--- config.mk ---
export PLATFORM = sky130hd
export DESIGN_NAME = ibex_rf_wb_stage
export DESIGN_NICKNAME = d
export VERILOG_FILES = /design/src/rtl/ibex_pkg.sv /design/src/rtl/ibex_rf_wb_ld_fifo.sv /design/src/rtl/ibex_rf_wb_stage.sv
export SDC_FILE = /design/constraint.sdc
export NUM_CORES = 1
export LEC_CHECK = 0
export BUFFER_PORTS_ARGS = -buffer_cell sky130_fd_sc_hd__buf_2
export CAP_MARGIN = 40
export CORE_ASPECT_RATIO = 0.6
export CORE_MARGIN = 8
export CORE_UTILIZATION = 45
export DETAILED_ROUTE_END_ITERATION = 6
export PLACE_DENSITY_LB_ADDON = 0.3
export SYNTH_ARGS = -nofsm -noshare
export SYNTH_HDL_FRONTEND = slang
export SYNTH_SLANG_ARGS = --single-unit
--- constraint.sdc ---
create_clock -name clk_i -period 3.5 [get_ports clk_i]
set_input_delay 0.7 -clock clk_i [delete_from_list [all_inputs] [get_ports clk_i]]
set_output_delay 0.7 -clock clk_i [all_outputs]
set_load 0.02 [all_outputs]
--- src/rtl/ibex_pkg.sv ---
// Shared types and constants for the register-file writeback slice.
package ibex_pkg;

    localparam int unsigned RF_DATA_W = 32;
    localparam int unsigned RF_ADDR_W = 5;

    // Architectural zero register; never written and never a hazard source.
    localparam logic [RF_ADDR_W-1:0] REG_ZERO = '0;

    // One registered writeback beat headed for the register file write port.
    typedef struct packed {
        logic                 valid;
        logic [RF_ADDR_W-1:0] rd;
        logic [RF_DATA_W-1:0] data;
    } wb_slot_t;

endpackage

--- src/rtl/ibex_rf_wb_ld_fifo.sv ---
// In-order FIFO of outstanding load destination registers.
// Exposes every entry so the stage can match hazards against all pending rds.
module ibex_rf_wb_ld_fifo #(
    parameter int unsigned Depth     = 2,
    parameter int unsigned AddrWidth = 5
) (
    input  logic                            clk_i,
    input  logic                            rst_ni,
    input  logic                            push_i,
    input  logic                            pop_i,
    input  logic [AddrWidth-1:0]            push_rd_i,
    output logic [AddrWidth-1:0]            head_rd_o,
    output logic                            full_o,
    output logic                            empty_o,
    output logic [Depth-1:0]                ent_valid_o,
    output logic [Depth-1:0][AddrWidth-1:0] ent_rd_o
);

    localparam int unsigned PtrW = (Depth > 1) ? $clog2(Depth) : 1;

    logic [PtrW-1:0]                wr_ptr_q, wr_ptr_d;
    logic [PtrW-1:0]                rd_ptr_q, rd_ptr_d;
    logic [Depth-1:0]               valid_q, valid_d;
    logic [Depth-1:0][AddrWidth-1:0] rd_q, rd_d;

    // Pointer increment wrapping modulo Depth (Depth need not be a power of two).
    function automatic logic [PtrW-1:0] ptr_inc(input logic [PtrW-1:0] p);
        return (32'(p) == Depth - 1) ? '0 : p + PtrW'(1);
    endfunction

    // Next-state: pop clears the head entry, push fills the tail entry.
    // Push is applied after pop so a full FIFO may push and pop together.
    always_comb begin
        wr_ptr_d = wr_ptr_q;
        rd_ptr_d = rd_ptr_q;
        valid_d  = valid_q;
        rd_d     = rd_q;
        if (pop_i && valid_q[rd_ptr_q]) begin
            valid_d[rd_ptr_q] = 1'b0;
            rd_ptr_d          = ptr_inc(rd_ptr_q);
        end
        if (push_i) begin
            valid_d[wr_ptr_q] = 1'b1;
            rd_d[wr_ptr_q]    = push_rd_i;
            wr_ptr_d          = ptr_inc(wr_ptr_q);
        end
    end

    // FIFO state registers.
    always_ff @(posedge clk_i or negedge rst_ni) begin
        if (!rst_ni) begin
            wr_ptr_q <= '0;
            rd_ptr_q <= '0;
            valid_q  <= '0;
            rd_q     <= '0;
        end else begin
            wr_ptr_q <= wr_ptr_d;
            rd_ptr_q <= rd_ptr_d;
            valid_q  <= valid_d;
            rd_q     <= rd_d;
        end
    end

    assign head_rd_o   = rd_q[rd_ptr_q];
    assign full_o      = &valid_q;
    assign empty_o     = ~|valid_q;
    assign ent_valid_o = valid_q;
    assign ent_rd_o    = rd_q;

endmodule

--- src/rtl/ibex_rf_wb_stage.sv ---
// Writeback stage in front of the register file write port.
// Merges execute results and in-order load responses into one registered
// slot, tracks pending load destinations and raises decode hazard stalls.
// Optional macro IBEX_RF_WB_BYPASS_EN: forward the slot to decode operands
// instead of stalling on a slot-register match.
module ibex_rf_wb_stage import ibex_pkg::*; #(
    parameter bit              RV32E      = 1'b0,
    parameter int unsigned     DataWidth  = RF_DATA_W,
    parameter int unsigned     NumRegs    = 32,
    parameter int unsigned     MaxLoads   = 2,
    localparam int unsigned    ADDR_WIDTH = $clog2(NumRegs)
) (
    input  logic                  clk_i,
    input  logic                  rst_ni,
    input  logic                  ex_valid_i,
    output logic                  ex_ready_o,
    input  logic                  ex_is_load_i,
    input  logic [ADDR_WIDTH-1:0] ex_rd_i,
    input  logic [DataWidth-1:0]  ex_wdata_i,
    input  logic                  lsu_resp_valid_i,
    input  logic [DataWidth-1:0]  lsu_rdata_i,
    input  logic                  lsu_err_i,
    input  logic [ADDR_WIDTH-1:0] rs_a_i,
    input  logic [ADDR_WIDTH-1:0] rs_b_i,
    output logic                  stall_o,
    output logic [DataWidth-1:0]  fwd_a_o,
    output logic [DataWidth-1:0]  fwd_b_o,
    input  logic [DataWidth-1:0]  rf_rdata_a_i,
    input  logic [DataWidth-1:0]  rf_rdata_b_i,
    output logic [ADDR_WIDTH-1:0] rf_waddr_o,
    output logic [DataWidth-1:0]  rf_wdata_o,
    output logic                  rf_we_o,
    output logic                  err_o
);

    wb_slot_t slot_q, slot_d;
    logic     err_q, err_d;

    logic [ADDR_WIDTH-1:0]                 ex_rd;
    logic [ADDR_WIDTH-1:0]                 head_rd;
    logic                                  fifo_full, fifo_empty;
    logic [MaxLoads-1:0]                   ent_valid;
    logic [MaxLoads-1:0][ADDR_WIDTH-1:0]   ent_rd;

    logic ex_accept, push, pop, resp_ok;
    logic ex_rd_pend, rs_a_pend, rs_b_pend;
    logic wb_hit_a, wb_hit_b;
    logic [ADDR_WIDTH-1:0] wb_rd;
    logic [DataWidth-1:0]  wb_data;

    // The rd path is identical in both configurations; range checks belong to decode.
    if (RV32E) begin : g_rv32e
        assign ex_rd = ex_rd_i;
    end else begin : g_rv32i
        assign ex_rd = ex_rd_i;
    end

    ibex_rf_wb_ld_fifo #(
        .Depth     (MaxLoads),
        .AddrWidth (ADDR_WIDTH)
    ) u_ld_fifo (
        .clk_i       (clk_i),
        .rst_ni      (rst_ni),
        .push_i      (push),
        .pop_i       (pop),
        .push_rd_i   (ex_rd),
        .head_rd_o   (head_rd),
        .full_o      (fifo_full),
        .empty_o     (fifo_empty),
        .ent_valid_o (ent_valid),
        .ent_rd_o    (ent_rd)
    );

    // Match execute rd and decode sources against every pending load rd.
    always_comb begin
        ex_rd_pend = 1'b0;
        rs_a_pend  = 1'b0;
        rs_b_pend  = 1'b0;
        for (int unsigned i = 0; i < MaxLoads; i++) begin
            if (ent_valid[i]) begin
                if (ent_rd[i] == ex_rd)  ex_rd_pend = 1'b1;
                if (ent_rd[i] == rs_a_i) rs_a_pend  = 1'b1;
                if (ent_rd[i] == rs_b_i) rs_b_pend  = 1'b1;
            end
        end
        ex_rd_pend = ex_rd_pend && (ex_rd != '0);
        rs_a_pend  = rs_a_pend  && (rs_a_i != '0);
        rs_b_pend  = rs_b_pend  && (rs_b_i != '0);
    end

    // Handshake: response owns the slot, loads need FIFO room, no WAW past a load.
    assign ex_ready_o = rst_ni
                     && !(lsu_resp_valid_i && !ex_is_load_i)
                     && !(ex_is_load_i && fifo_full)
                     && !ex_rd_pend;
    assign ex_accept  = ex_valid_i && ex_ready_o;
    assign push       = ex_accept && ex_is_load_i;
    assign pop        = lsu_resp_valid_i && !fifo_empty;
    assign resp_ok    = pop && !lsu_err_i;

    // Slot next-state: good load response first, then a non-load execute beat.
    always_comb begin
        slot_d       = slot_q;
        slot_d.valid = 1'b0;
        err_d        = lsu_resp_valid_i && (lsu_err_i || fifo_empty);
        if (resp_ok) begin
            slot_d.valid = 1'b1;
            slot_d.rd    = RF_ADDR_W'(head_rd);
            slot_d.data  = RF_DATA_W'(lsu_rdata_i);
        end else if (ex_accept && !ex_is_load_i) begin
            slot_d.valid = 1'b1;
            slot_d.rd    = RF_ADDR_W'(ex_rd);
            slot_d.data  = RF_DATA_W'(ex_wdata_i);
        end
    end

    // Writeback slot and error pulse registers.
    always_ff @(posedge clk_i or negedge rst_ni) begin
        if (!rst_ni) begin
            slot_q <= '0;
            err_q  <= 1'b0;
        end else begin
            slot_q <= slot_d;
            err_q  <= err_d;
        end
    end

    assign wb_rd   = ADDR_WIDTH'(slot_q.rd);
    assign wb_data = DataWidth'(slot_q.data);

    assign rf_we_o    = slot_q.valid && (slot_q.rd != REG_ZERO);
    assign rf_waddr_o = wb_rd;
    assign rf_wdata_o = wb_data;
    assign err_o      = err_q;

    // Decode read of a register the slot is writing this cycle.
    assign wb_hit_a = rf_we_o && (rs_a_i == wb_rd);
    assign wb_hit_b = rf_we_o && (rs_b_i == wb_rd);

`ifdef IBEX_RF_WB_BYPASS_EN
    assign fwd_a_o = wb_hit_a ? wb_data : rf_rdata_a_i;
    assign fwd_b_o = wb_hit_b ? wb_data : rf_rdata_b_i;
    assign stall_o = rs_a_pend || rs_b_pend;
`else
    assign fwd_a_o = rf_rdata_a_i;
    assign fwd_b_o = rf_rdata_b_i;
    assign stall_o = rs_a_pend || rs_b_pend || wb_hit_a || wb_hit_b;
`endif

endmodule

==> results.tsv <==
stage	metric	value	unit
yosys	syn_nets	502	
yosys	synth_ff_type	dfrtp_1	
sta	min_period_over_period	75.71	%
clock_tree	clock-root-buffer	clkbuf_16	
clock_tree	tritoncts.num_buffers	5	
sta	rsz0062_at_grt	no	
sta	max_slew.worst_pin.slew	863.9	ps
die	die_h	85.98	µm
yosys	ys_seq_area_share	36.12	%
global_route	grt_pass1_vias	2713	
worst_setup_path	crit_arrival	1950	ps
cells_and_area	n_antenna_cell	0	
die	rows	25	
worst_setup_path	cp_max_fo	4	
clock_tree	clockBufferDepth	2	
worst_setup_path	critical_path.slowest_cell	or4_1	
cells_and_area	syn_to_final_growth	2.147	%
detailed_routing	routed-via-count	2480	
worst_setup_path	crit_chain	buf_2 > or4_1 > nor2_1 > a21oi_1 > a211o_1 > buf_2	
place	dp_hpwl	7.039	mm
yosys	async_flop_share	100.0	%
cells_and_area	finalNetCount	521	
pwr	p_leak	2.011	nW
worst_setup_path	cp-end-kind	output pin	
yosys	synth_largest_area_cell	dfrtp_1	
sta	drv_slew	0	
worst_setup_path	max_stage_delay	520	ps
sta	worst_slack	850.1	ps
yosys	synth_edf_count	0	
yosys	synth_most_common_cell	buf_4	
die	io_pins	254	
worst_setup_path	crit_required	2800	ps
place	gp_congestion	0.7925	
sta	hold_viol	0	
yosys	synth.cell_area	3672	µm²
yosys	synth_cell_type_count	38	
cells_and_area	layout-drive-gt1-share	40.86	%
global_route	track_usage	15.74	%
sta	setup_violations	0	
detailed_routing	detail_route.vias_per_cell	5.167	
die	dieWidth	132.6	µm
global_route	grt_max_degree	54	
clock_tree	cts_tree	done	
yosys	synthTopCellsByCount	buf_4, dfrtp_1, a21o_1	
die	core	7883	µm²
outcome	status	completed	
sta	skew	7.573	ps
die	die_area	11400	µm²
detailed_routing	first_iter_violations	126	
detailed_routing	wl_per_cell	18.65	µm
worst_setup_path	critPathKind	in -> out	
cells_and_area	multi_input_area	1488	µm²
global_route	grt_overflow_total	0	
worst_setup_path	cpMostUsedCell	buf_2	
place	pre_cts_ws	723.7	ps
worst_setup_path	worst_setup_path_start_kind	input pin	
global_route	antenna_found_initial	0	
sta	max_freq	377.4	MHz
yosys	ys_warn_count	0	
sta	slew_headroom	42.28	%
pwr	powerDensity	823.3	nW/µm²
clock_tree	clk_pin_slew	70	ps
worst_setup_path	regToRegSetupSlack	1100	ps
min_path	hp-class	reg -> reg	
sta	setup_tns	0	ps
detailed_routing	antenna_left	0	
yosys	yosysTopAreaCellShare	36.12	%
clock_tree	h-tree-depth	2	
pwr	power	3.088	mW
cells_and_area	final_core_util	47.59	%
yosys	synth.avg_cell_area	10.40	µm²
clock_tree	postCtsHoldBufs	0	
detailed_routing	drcViolationCount	0	
global_route	grt_pass1_wl	14.66	mm
place	port_buffers	125	
detailed_routing	drt-total-wl	8.954	mm
clock_tree	post_cts_buffers	0	
cells_and_area	fillCellCount	768	
yosys	syn_inst	353	
sta	finalCriticalPeriod	2650	ps
clock_tree	cts.repair.resized	0	
yosys	yosys-top-cells-area	dfrtp_1, buf_4, a22o_1	
pwr	peakVddDrop	0.2983	mV
detailed_routing	firstDrtPassIters	4	
cells_and_area	seq_area	1326	µm²
clock_tree	insertion_delay	290	ps
clock_tree	cts.sinks	53	
die	start_util	46.59	%
yosys	ys_seq_elements	53	
flow_run	maxCapViolations	0	
-- sequential cells by signal, indices dropped and copies added (netlist names) --
signal                 count
err_o                      1
u_ld_fifo.rd_ptr_q         1
rf_wdata_o                32
u_ld_fifo.ent_rd_o        10
u_ld_fifo.wr_ptr_q         1
slot_q                     1
u_ld_fifo.ent_valid_o      2
rf_waddr_o                 5
-- logic make-up (layout without fill, tap and decap cells) --
logic type	after synthesis	count (layout)	share of synthesized area, %
AOI/OAI and AO/OA	83	83	17.85
xor gates and xnor gates	41	41	9.778
buffers and inverters	118	137	23.65
DFF	53	53	36.12
muxes	20	20	6.985
and+or+nand+nor	38	38	5.622
-- final cells by class --
class	count	share of cell area [%]
Clock inverter	1	0.2001
Timing Repair Buffer	128	17.28
Sequential cell	53	35.36
Clock buffer	6	3.702
Multi-Input combinational cell	182	39.66
Inverter	2	0.2001
Tap cell	108	3.602
-- per-stage QoR --
| step | area, µm² | hold WS, ps | std cells |
|---|---|---|---|
| after floorplan | 3672 | 404.4 | 353 |
| after global placement | 3605 | 453.9 | 473 |
| after detailed placement | 3605 | 461.9 | 473 |
| after CTS | 3751 | 479.0 | 480 |
| after global routing | 3751 | 493.6 | 480 |
| final | 3751 | 472.9 | 480 |
-- path summary, 6_finish.rpt --
| kind | cells after the start | startpoint | endpoint |
|---|---|---|---|
| worst max-delay path | 6 | rs_b_i[1] | stall_o |
| worst min-delay path | 1 | rf_wdata_o[20]$_DFFE_PN0P_ | rf_wdata_o[20]$_DFFE_PN0P_ |
| worst max register to register | 7 | u_ld_fifo.ent_rd_o[4]$_DFFE_PN0P_ | rf_waddr_o[1]$_DFFE_PN0P_ |
| worst min register to register | 1 | rf_wdata_o[20]$_DFFE_PN0P_ | rf_wdata_o[20]$_DFFE_PN0P_ |
| max in group asynchronous | 2 | rst_ni | rf_wdata_o[6]$_DFFE_PN0P_ |
| min in group asynchronous | 2 | rst_ni | rf_wdata_o[28]$_DFFE_PN0P_ |
-- worst max-delay path, delay by kind of cell --
kind / cells / cell delay (ps)
simple gates: 2 / 620
buf+inv: 2 / 300
compound gates: 2 / 330
-- metal layers --
| layer | global-route usage [%] | wire (µm) | part of all wire, % |
|---|---|---|---|
| met1 | 21.18 | 4328 | 48 |
| met2 | 20.83 | 3496 | 39 |
| met3 | 8.868 | 1063 | 12 |
| met4 | 3.996 | 65 | 0.73 |
| met5 | 0 | 0 | 0 |
-- cells in the final DEF (no fill, tap or decap), drive strengths merged, types with 3 or more instances in the layout --
cell type  instances
or4                3
a21oi             10
xor2              22
xnor2             19
a22o              32
nand2              4
mux2              15
nand3              7
buf              128
clkbuf             6
nor2              10
dfrtp             53
nor4               4
a21o              33
mux2i              5
-- power by group --
| part | leakage, nW | switching (mW) | internal (mW) |
|---|---|---|---|
| clock | 0.0690 | 0.210 | 0.281 |
| combinational | 1.29 | 0.701 | 0.636 |
| sequential | 0.651 | 0.349 | 0.913 |
(Power assumes the default switching activity.)
